==> config.mk <==
export PLATFORM = sky130hd
export DESIGN_NAME = mfp_ahb_uart_tx_flat
export DESIGN_NICKNAME = d
export VERILOG_FILES = /design/src/rtl/mfp_ahb_uart_tx_if.sv /design/src/rtl/mfp_ahb_uart_tx.sv /design/src/flat_wrapper.sv
export SDC_FILE = /design/constraint.sdc
export NUM_CORES = 1
export LEC_CHECK = 0
export BUFFER_PORTS_ARGS = -buffer_cell sky130_fd_sc_hd__buf_2
export CAP_MARGIN = 20
export CORE_MARGIN = 1.5
export CORE_UTILIZATION = 45
export CTS_BUF_LIST = sky130_fd_sc_hd__clkbuf_16
export CTS_CLUSTER_SIZE = 25
export DETAILED_ROUTE_END_ITERATION = 10
export PLACE_DENSITY = 0.65
export SLEW_MARGIN = 10
export SYNTH_ARGS = -nofsm -noshare
export SYNTH_HDL_FRONTEND = slang
export SYNTH_SLANG_ARGS = --single-unit
==> constraint.sdc <==
create_clock -name HCLK -period 4.2 [get_ports HCLK]
set_input_delay 0.42 -clock HCLK [delete_from_list [all_inputs] [get_ports HCLK]]
set_output_delay 0.42 -clock HCLK [all_outputs]
set_load 0.01 [all_outputs]
==> src/rtl/mfp_ahb_uart_tx_if.sv <==
// mfp_ahb_uart_tx_if -- AHB-Lite slave port bundle for the UART transmitter (rev 1.0).
`default_nettype none

interface mfp_ahb_uart_tx_if;
  logic        HSEL;
  logic [31:0] HADDR;
  logic [1:0]  HTRANS;
  logic        HWRITE;
  logic [31:0] HWDATA;
  logic [31:0] HRDATA;
  logic        HREADYOUT;
  logic        HRESP;

  modport master (
    output HSEL, HADDR, HTRANS, HWRITE, HWDATA,
    input  HRDATA, HREADYOUT, HRESP
  );

  modport slave (
    input  HSEL, HADDR, HTRANS, HWRITE, HWDATA,
    output HRDATA, HREADYOUT, HRESP
  );
endinterface

`default_nettype wire

==> src/rtl/mfp_ahb_uart_tx.sv <==
// mfp_ahb_uart_tx -- AHB-Lite memory-mapped 8N1 UART transmitter with byte FIFO (rev 1.0).
`default_nettype none

module mfp_ahb_uart_tx #(
  parameter int CLKS_PER_BIT    = 434,
  parameter int FIFO_DEPTH_LOG2 = 4
) (
  input  logic             HCLK,
  input  logic             HRESETn,
  mfp_ahb_uart_tx_if.slave ahb,
  output logic             UART_TX
);

  localparam int DEPTH  = 1 << FIFO_DEPTH_LOG2;
  localparam int CNT_W  = FIFO_DEPTH_LOG2 + 1;
  localparam int BAUD_W = (CLKS_PER_BIT > 1) ? $clog2(CLKS_PER_BIT) : 1;
  localparam logic [BAUD_W-1:0] BAUD_LAST = BAUD_W'(CLKS_PER_BIT - 1);
  localparam logic [CNT_W-1:0]  CNT_FULL  = CNT_W'(DEPTH);

  typedef enum logic [1:0] {IDLE, START, DATA, STOP} state_t;

  logic                       dp_valid;
  logic                       dp_write;
  logic                       dp_status;
  logic [7:0]                 mem [DEPTH];
  logic [FIFO_DEPTH_LOG2-1:0] wr_ptr;
  logic [FIFO_DEPTH_LOG2-1:0] rd_ptr;
  logic [CNT_W-1:0]           count;
  logic                       overflow;
  state_t                     state, state_next;
  logic [BAUD_W-1:0]          baud, baud_next;
  logic [2:0]                 bit_idx, bit_next;
  logic [7:0]                 shift, shift_next;
  logic                       pop;
  logic                       tx_next;

  logic wr_txdata, wr_status, full, empty, push, busy, baud_done;
  logic unused_bus;

  assign wr_txdata = dp_valid & dp_write & ~dp_status;
  assign wr_status = dp_valid & dp_write & dp_status;
  assign full      = (count == CNT_FULL);
  assign empty     = (count == '0);
  assign push      = wr_txdata & ~full;
  assign busy      = (state != IDLE) | ~empty;
  assign baud_done = (baud == BAUD_LAST);

  assign unused_bus = ^{ahb.HADDR[31:3], ahb.HADDR[1:0], ahb.HWDATA[31:8], ahb.HTRANS[0]};

  assign ahb.HREADYOUT = 1'b1;
  assign ahb.HRESP     = 1'b0;
  // Combinational read mux: status reflects the registers as updated by the address-phase edge.
  assign ahb.HRDATA = (dp_valid & ~dp_write & dp_status)
                    ? {19'b0, 5'(count), 4'b0, overflow, empty, full, busy}
                    : 32'b0;

  always_ff @(posedge HCLK or negedge HRESETn) begin
    if (!HRESETn) begin
      dp_valid  <= 1'b0;
      dp_write  <= 1'b0;
      dp_status <= 1'b0;
    end else begin
      dp_valid <= ahb.HSEL & ahb.HTRANS[1];
      if (ahb.HSEL & ahb.HTRANS[1]) begin
        dp_write  <= ahb.HWRITE;
        dp_status <= ahb.HADDR[2];
      end
    end
  end

  always_ff @(posedge HCLK) begin
    if (push) begin
      mem[wr_ptr] <= ahb.HWDATA[7:0];
    end
  end

  always_ff @(posedge HCLK or negedge HRESETn) begin
    if (!HRESETn) begin
      wr_ptr   <= '0;
      rd_ptr   <= '0;
      count    <= '0;
      overflow <= 1'b0;
    end else begin
      if (push) wr_ptr <= wr_ptr + FIFO_DEPTH_LOG2'(1);
      if (pop)  rd_ptr <= rd_ptr + FIFO_DEPTH_LOG2'(1);
      case ({push, pop})
        2'b10:   count <= count + CNT_W'(1);
        2'b01:   count <= count - CNT_W'(1);
        default: count <= count;
      endcase
      // A full FIFO drops the byte even when a pop lands on the same edge.
      if (wr_txdata & full) overflow <= 1'b1;
      else if (wr_status)   overflow <= 1'b0;
    end
  end

  always_ff @(posedge HCLK or negedge HRESETn) begin
    if (!HRESETn) begin
      state   <= IDLE;
      baud    <= '0;
      bit_idx <= '0;
      shift   <= '0;
      UART_TX <= 1'b1;
    end else begin
      state   <= state_next;
      baud    <= baud_next;
      bit_idx <= bit_next;
      shift   <= shift_next;
      UART_TX <= tx_next;
    end
  end

  always_comb begin
    state_next = state;
    baud_next  = baud;
    bit_next   = bit_idx;
    shift_next = shift;
    pop        = 1'b0;
    tx_next    = 1'b1;
    case (state)
      IDLE: begin
        baud_next = '0;
        if (!empty) begin
          pop        = 1'b1;
          shift_next = mem[rd_ptr];
          state_next = START;
        end
      end
      START: begin
        tx_next = 1'b0;
        if (baud_done) begin
          baud_next  = '0;
          bit_next   = '0;
          state_next = DATA;
        end else begin
          baud_next = baud + BAUD_W'(1);
        end
      end
      DATA: begin
        tx_next = shift[0];
        if (baud_done) begin
          baud_next  = '0;
          shift_next = {1'b0, shift[7:1]};
          if (bit_idx == 3'd7) state_next = STOP;
          else                 bit_next   = bit_idx + 3'd1;
        end else begin
          baud_next = baud + BAUD_W'(1);
        end
      end
      STOP: begin
        if (baud_done) begin
          baud_next = '0;
          // Chain straight into the next start bit so queued bytes leave no idle gap.
          if (!empty) begin
            pop        = 1'b1;
            shift_next = mem[rd_ptr];
            state_next = START;
          end else begin
            state_next = IDLE;
          end
        end else begin
          baud_next = baud + BAUD_W'(1);
        end
      end
      default: state_next = IDLE;
    endcase
  end

endmodule

`default_nettype wire

==> src/flat_wrapper.sv <==
// flat-port wrapper written by rule: the top's interface ports become plain ports
module mfp_ahb_uart_tx_flat 
#(
  parameter int CLKS_PER_BIT    = 434,
  parameter int FIFO_DEPTH_LOG2 = 4
)
  (HCLK, HRESETn, UART_TX, ahb_HSEL, ahb_HADDR, ahb_HTRANS, ahb_HWRITE, ahb_HWDATA, ahb_HRDATA, ahb_HREADYOUT, ahb_HRESP);
  mfp_ahb_uart_tx_if ahb_i ();
  input  logic HCLK;
  input  logic HRESETn;
  output logic UART_TX;
  input wire logic [$bits(ahb_i.HSEL)-1:0] ahb_HSEL;
  input wire logic [$bits(ahb_i.HADDR)-1:0] ahb_HADDR;
  input wire logic [$bits(ahb_i.HTRANS)-1:0] ahb_HTRANS;
  input wire logic [$bits(ahb_i.HWRITE)-1:0] ahb_HWRITE;
  input wire logic [$bits(ahb_i.HWDATA)-1:0] ahb_HWDATA;
  output wire logic [$bits(ahb_i.HRDATA)-1:0] ahb_HRDATA;
  output wire logic [$bits(ahb_i.HREADYOUT)-1:0] ahb_HREADYOUT;
  output wire logic [$bits(ahb_i.HRESP)-1:0] ahb_HRESP;
  assign ahb_i.HSEL = ahb_HSEL;
  assign ahb_i.HADDR = ahb_HADDR;
  assign ahb_i.HTRANS = ahb_HTRANS;
  assign ahb_i.HWRITE = ahb_HWRITE;
  assign ahb_i.HWDATA = ahb_HWDATA;
  assign ahb_HRDATA = ahb_i.HRDATA;
  assign ahb_HREADYOUT = ahb_i.HREADYOUT;
  assign ahb_HRESP = ahb_i.HRESP;
  mfp_ahb_uart_tx #(.CLKS_PER_BIT(CLKS_PER_BIT), .FIFO_DEPTH_LOG2(FIFO_DEPTH_LOG2)) u_core (.HCLK(HCLK), .HRESETn(HRESETn), .ahb(ahb_i), .UART_TX(UART_TX));
endmodule
# Word level (Yosys, flattened, before mapping)
# Memories as Yosys holds them, arrays and structs flattened.
# Cells that the tools add are included.
[totals]
ff_bits = 40
mem_count = 1
mem_bits_rw = 128
input_bits = 70
[memory_table]
columns = ["memory", "words", "word_bits", "read_ports", "rd_clocked_by_memory_dff", "write_ports", "line_no", "source"]
rows = [
  ["u_core.mem", 16, 8, 1, 0, 1, "mfp_ahb_uart_tx.sv:25", "logic [7:0] mem [DEPTH];"],
]
[op_classes]
reduce_logical = 11
mux = 27
add_sub_neg = 6
n_eq_ne = 14
bitwise = 13
[op_table]
columns = ["op", "n"]
rows = [
  ["8-bit two-way mux", 3],
  ["8-bit case mux with 3 select lines", 1],
  ["9-bit case mux with 2 select lines", 1],
  ["13-bit two-way mux", 1],
  ["2-bit two-way mux", 5],
  ["5-bit case mux with 2 select lines", 1],
  ["9-bit by 1-bit adder with 9-bit output (second input constant)", 1],
  ["9-bit == test (second input constant)", 1],
  ["3-bit two-way mux", 3],
  ["9-bit two-way mux", 1],
  ["4-bit by 1-bit adder with 4-bit output (second input constant)", 2],
  ["1-bit bitwise AND", 8],
  ["2-bit by 1-bit inequality test with 1-bit output (second input constant)", 4],
  ["2-bit case mux with 4 select lines", 1],
  ["2-bit nonzero test", 4],
  ["1-bit two-way mux", 7],
  ["2-bit == test (second input constant)", 3],
  ["3-bit case mux with 2 select lines", 1],
  ["5-bit by 1-bit adder with 5-bit output (second input constant)", 1],
  ["5-bit == test (second input constant)", 1],
  ["5-bit logical NOT", 1],
  ["5-bit AND reduction", 1],
  ["5-bit by 1-bit subtractor with 5-bit output (second input constant)", 1],
  ["2-bit by 1-bit == test with 1-bit output (second input constant)", 2],
  ["other kinds (11)", 16],
]

# Depth between registers and ports, before layout
[logic_depth]
ltp_word = 6
ltp_mapped = 13
ltp_nobuf = 13

# Worst setup path before layout
# OpenSTA, ideal clock, no wires.
[synth_path]
path_kind = "register to register"
start = "register u_core.count[1]"
end = "register u_core.count[4]"
setup_ns = 0.079
period_less_slack_ns = 2.597
t_required_ns = 4.121
arrival_time_ns = 2.517
stages_incl_launch_ff = 13
setup_slack_ns = 1.603
cell_sequence = "dfrtp_1 > nor4_1 > and2_1 > nor3_2 > inv_1 > ha_1 > inv_1 > fa_1 > nor2b_1 > o21ai_0 > and3_1 > nor3_1 > xor2_1"
[synth_via]
elab_chain_len = 6
word_cells_on_any_way = 13
classes_between = "add/sub: 2; eq/ne: 3; mux: 4; bitwise: 2; reduce/logical: 2"
[synth_lines]
columns = ["item", "line_no", "source"]
rows = [
  ["start: declaration", "mfp_ahb_uart_tx.sv:28", "logic [CNT_W-1:0] count;"],
  ["start signal: assignment", "mfp_ahb_uart_tx.sv:87", "2'b10: count <= count + CNT_W'(1);"],
  ["start signal: assignment", "mfp_ahb_uart_tx.sv:88", "2'b01: count <= count - CNT_W'(1);"],
  ["start signal: assignment", "mfp_ahb_uart_tx.sv:89", "default: count <= count;"],
  ["5-bit logical NOT", "mfp_ahb_uart_tx.sv:43", "assign empty = (count == '0);"],
  ["1-bit two-way mux", "mfp_ahb_uart_tx.sv:123, mfp_ahb_uart_tx.sv:154", ""],
  ["1-bit two-way mux", "mfp_ahb_uart_tx.sv:151", "if (baud_done) begin"],
  ["1-bit case mux with 2 select lines", "mfp_ahb_uart_tx.sv:120", "case (state)"],
  ["2-bit by 1-bit == test with 1-bit output or 2-bit == test (tied branches)", "mfp_ahb_uart_tx.sv:86", "case ({push, pop})"],
  ["5-bit case mux with 2 select lines or 2-bit nonzero test (tied branches)", "-", ""],
]
# Several ways; a longest one is shown, not always the timed one.
# A chain may end at the register's enable or synchronous reset.

# Worst setup path after layout
# Same ends and word-level chain as after synthesis.

==> flow_metrics.py <==
metrics = {
    "outcome": {
        "status": "completed",
    },
    "critical_path": {
        "path_delay_family": "simple AND/OR/NAND/NOR gates",
        "arrival_ns": 3.45,
        "critical_path_buf_inv_count": 2,
        "data_required_time_at_the_worst_endpoint_ns": 4.55,
        "startpoint_type": "flip-flop",
        "crit_path_frequent_cell": "inv_1",
        "critical_path.slowest_cell": "nor4_1",
        "cp_cell_sequence": "nor4_1 > and2_1 > nor3_2 > inv_1 > ha_1 > inv_1 > fa_1 > nor2b_1 > o21ai_0 > and3_1 > nor3_1 > xor2_1",
        "timing.critical_path.fanout_max": 7,
        "reg2reg_to": "u_core.count[4]",
        "end_kind": "flip-flop",
        "critical_path.max_stage_delay_ns": 0.57,
        "crit-reg2reg-launch": "u_core.count[1]",
        "worst_r2r_path_depth": 12,
        "critical_path_class": "reg2reg",
        "r2r_slack_ns": 1.10,
    },
    "yosys": {
        "synth_flop_cell": "edfxtp_1",
        "post_synth_inst_count": 476,
        "post_synth_num_cell_types": 49,
        "synthesis.area_per_instance_sq_um": 15.3,
        "synth-async-reset-ratio_pct": 23.8,
        "synth_edf_count": 128,
        "synth_area_leaders": "edfxtp_1 53%, dfrtp_1 13%, mux4_2 5.9%",
        "synth_top_cell_by_area": "edfxtp_1",
        "synth.cells.most_frequent": "128 x edfxtp_1, 39 x dfrtp_1, 29 x mux2i_1, 27 x buf_4, 26 x nand2_1",
        "post-synth-top-count-cell": "edfxtp_1",
        "synth-seq-cells": 168,
        "ys.warnings.count": 0,
        "area_share_of_the_leading_cell_type_in_the_synthesized_netlist_pct": 52.7,
        "seq_area_frac_synth_pct": 66.4,
        "area_of_the_mapped_netlist_sq_um": 7300,
    },
    "timing": {
        "rsz0062_at_grt": "false",
        "final_min_period_over_clock_period_pct": 73.9,
        "post-route-worst-setup-slack_ns": 1.10,
        "max-slew-margin-rel_pct": 29.2,
        "timing.final.setup_violations": 0,
        "timing_worst_slew_pin_value_ns": 1.06,
        "tns_ns": 0,
        "timing.final.max_slew_violations": 0,
        "finClkSkew_ns": 0.00748,
        "hold_viol": 0,
        "period_minus_slack_ns": 3.10,
        "maxClockFrequency_ghz": 0.322,
    },
    "floorplan": {
        "floorplan.initialDensity_pct": 45.9,
        "design.die.area_sq_um": 17000,
        "core_region_area_sq_um": 15900,
        "pin_count": 105,
        "core.rowCount": 46,
        "die_h_um": 130,
        "fp.dieW_um": 130,
    },
    "clocking": {
        "clockBufferDepth": 2,
        "post_cts_setup_buffer_count": 0,
        "cts.clk_slew.worst_paths_ns": 0.06,
        "root_buffer": "clkbuf_16",
        "cts.htree.levels": 4,
        "cts_buffers": 17,
        "worst_skew_late_latency_ns": 0.43,
        "cts_tree": "yes",
        "post_cts_hold_buffer_count": 0,
        "clock_sink_count": 168,
        "cts_resized": 0,
    },
    "run": {
        "max_cap_viol_count": 0,
    },
    "detailed_routing": {
        "average_wire_per_standard_cell_um": 18.3,
        "avgViaCountPerCell": 5.24,
        "route.detailed.drc": 0,
        "first_drt_iteration_drcs": 241,
        "overall_routed_net_length_um": 13300,
        "drt_first_pass_iters": 5,
        "vias_after_detailed_routing": 3822,
        "antenna_left": 0,
    },
    "place": {
        "place.detailed.hpwl_um": 8640,
        "placed_cell_area_sq_um": 7500,
        "count_of_input_and_output_buffers": 23,
        "gp_congestion": 0.772,
        "pre_cts_slack_ns": 1.11,
        "place.detailed.instances": 698,
    },
    "global_route": {
        "antenna_found_initial": 0,
        "largest_net_degree_at_the_start_of_global_routing": 41,
        "groute.layer.met2.usage_pct": 27.2,
        "globalRouteMet1Util_pct": 22.6,
        "grt_busiest_layer": "met2",
        "groute.usage.overall_pct": 17.2,
        "grt_pass1_vias": 3762,
        "grt_first_pass_wirelength_um": 20900,
        "groute.layer.met3.usage_pct": 3.90,
        "grt_overflow_total": 0,
    },
    "power_and_ir_drop": {
        "power.leakage_nw": 3.07,
        "power-per-cell-area_nw_per_um2": 636,
        "peakVddDrop_uv": 317,
    },
    "finish": {
        "final_nets": 590,
        "layout-area-overhead-vs-synth_pct": 10.5,
        "final_util_pct": 50.8,
        "instances_no_fill": 730,
        "stdcell_area_sq_um": 8070,
        "diodes": 0,
        "drive_gt1_share_pct": 16.1,
    },
    "hold_path": {
        "min_path_type": "in2async",
    },
}
[worst register-to-register path, stage by stage, from the launching register on]
cell and delay, ns:
dfrtp_1 0.41, nor4_1 0.57, and2_1 0.28, nor3_2 0.11
inv_1 0.13, ha_1 0.24, inv_1 0.10, fa_1 0.41
nor2b_1 0.12, o21ai_0 0.10, and3_1 0.19, nor3_1 0.17
xor2_1 0.18
[cell families (layout without fill, tap and decap cells)]
family          after synthesis  after routing  share of synthesized area [%]
flops                       168            168                           66.4
simple gates                104            104                           7.49
compound gates               60             60                           5.73
buf+inv                      55             70                           4.54
mux                          52             52                           10.5
fa+ha+maj                    19             19                           3.36
xor+xnor                     16             16                           1.92
other cells                   2             25                          0.103
[cell usage in the layout, fill, tap and decap left out, types with 4 or more instances in the layout]
master / netlist / routed
a211o_1: 7 / 7
nor2_1: 22 / 22
dfrtp_1: 39 / 38
nor2b_1: 5 / 5
inv_1: 13 / 16
and2_1: 22 / 22
xor2_1: 7 / 7
mux2_2: 4 / 4
a22oi_1: 15 / 15
o22ai_1: 6 / 6
nand3_1: 4 / 4
and3_1: 4 / 4
mux2i_1: 29 / 29
o21ai_0: 7 / 7
conb_1: 2 / 25
buf_2: 1 / 23
a21oi_1: 7 / 7
ha_1: 18 / 18
clkbuf_16: 0 / 17
mux4_2: 19 / 19
xnor2_1: 9 / 9
edfxtp_1: 128 / 128
nand2_1: 26 / 26
a31oi_1: 10 / 10
[worst max-delay path by stage]
stage	startpoint	end	slack (ns)	cells past startpoint
after global placement	u_core.count[1]	u_core.count[4]	1.23	12
after detailed placement	u_core.count[0]	u_core.count[4]	1.11	12
after floorplan	u_core.count[1]	u_core.count[4]	1.60	12
after global routing	u_core.count[0]	u_core.count[4]	0.78	12
after CTS	u_core.count[1]	u_core.count[4]	1.08	12
final	u_core.count[1]	u_core.count[4]	1.10	12
[metal layers]
layer	routed length, um	vias to the layer above
met1	5830	1902
met3	713	23
li1	-	1781
met5	0	-
met2	6510	116
met4	276	0
[where the power goes]
group | leakage (nW) | internal (W) | switching (W)
registers | 1.65 | 0.00195 | 0.000215
clock network | 0.278 | 0.000864 | 0.000621
logic | 1.14 | 0.000681 | 0.000803
total | 3.07 | 0.00350 | 0.00164
[sequential cells by signal, summed over array words and instances, names as in the netlist, 2 cells and up]
| name | count |
|---|---|
| u_core.mem | 128 |
| u_core.shift | 8 |
| u_core.bit_idx | 3 |
| u_core.count | 5 |
| u_core.wr_ptr | 4 |
| u_core.baud | 9 |
| u_core.state | 2 |
| u_core.rd_ptr | 4 |
[cell type report]
type,instances,area (sq um)
Sequential cell,168,4850
Clock buffer,17,425
Multi-Input combinational cell,276,2210
Clock inverter,15,139
Timing Repair Buffer,25,130
Inverter,13,48.8
Tap cell,216,270
Fill cell,1324,7820
[metrics by stage]
| stage | power [W] | hold WS, ns |
|---|---|---|
| global route | 0.00541 | 0.208 |
| CTS | 0.00516 | 0.149 |
| floorplan | 0.00335 | 0.124 |
| detailed placement | 0.00369 | 0.493 |
| finish | 0.00513 | 0.121 |
| global placement | 0.00363 | 0.471 |
Note: power is estimated with default switching activity, not from simulation.
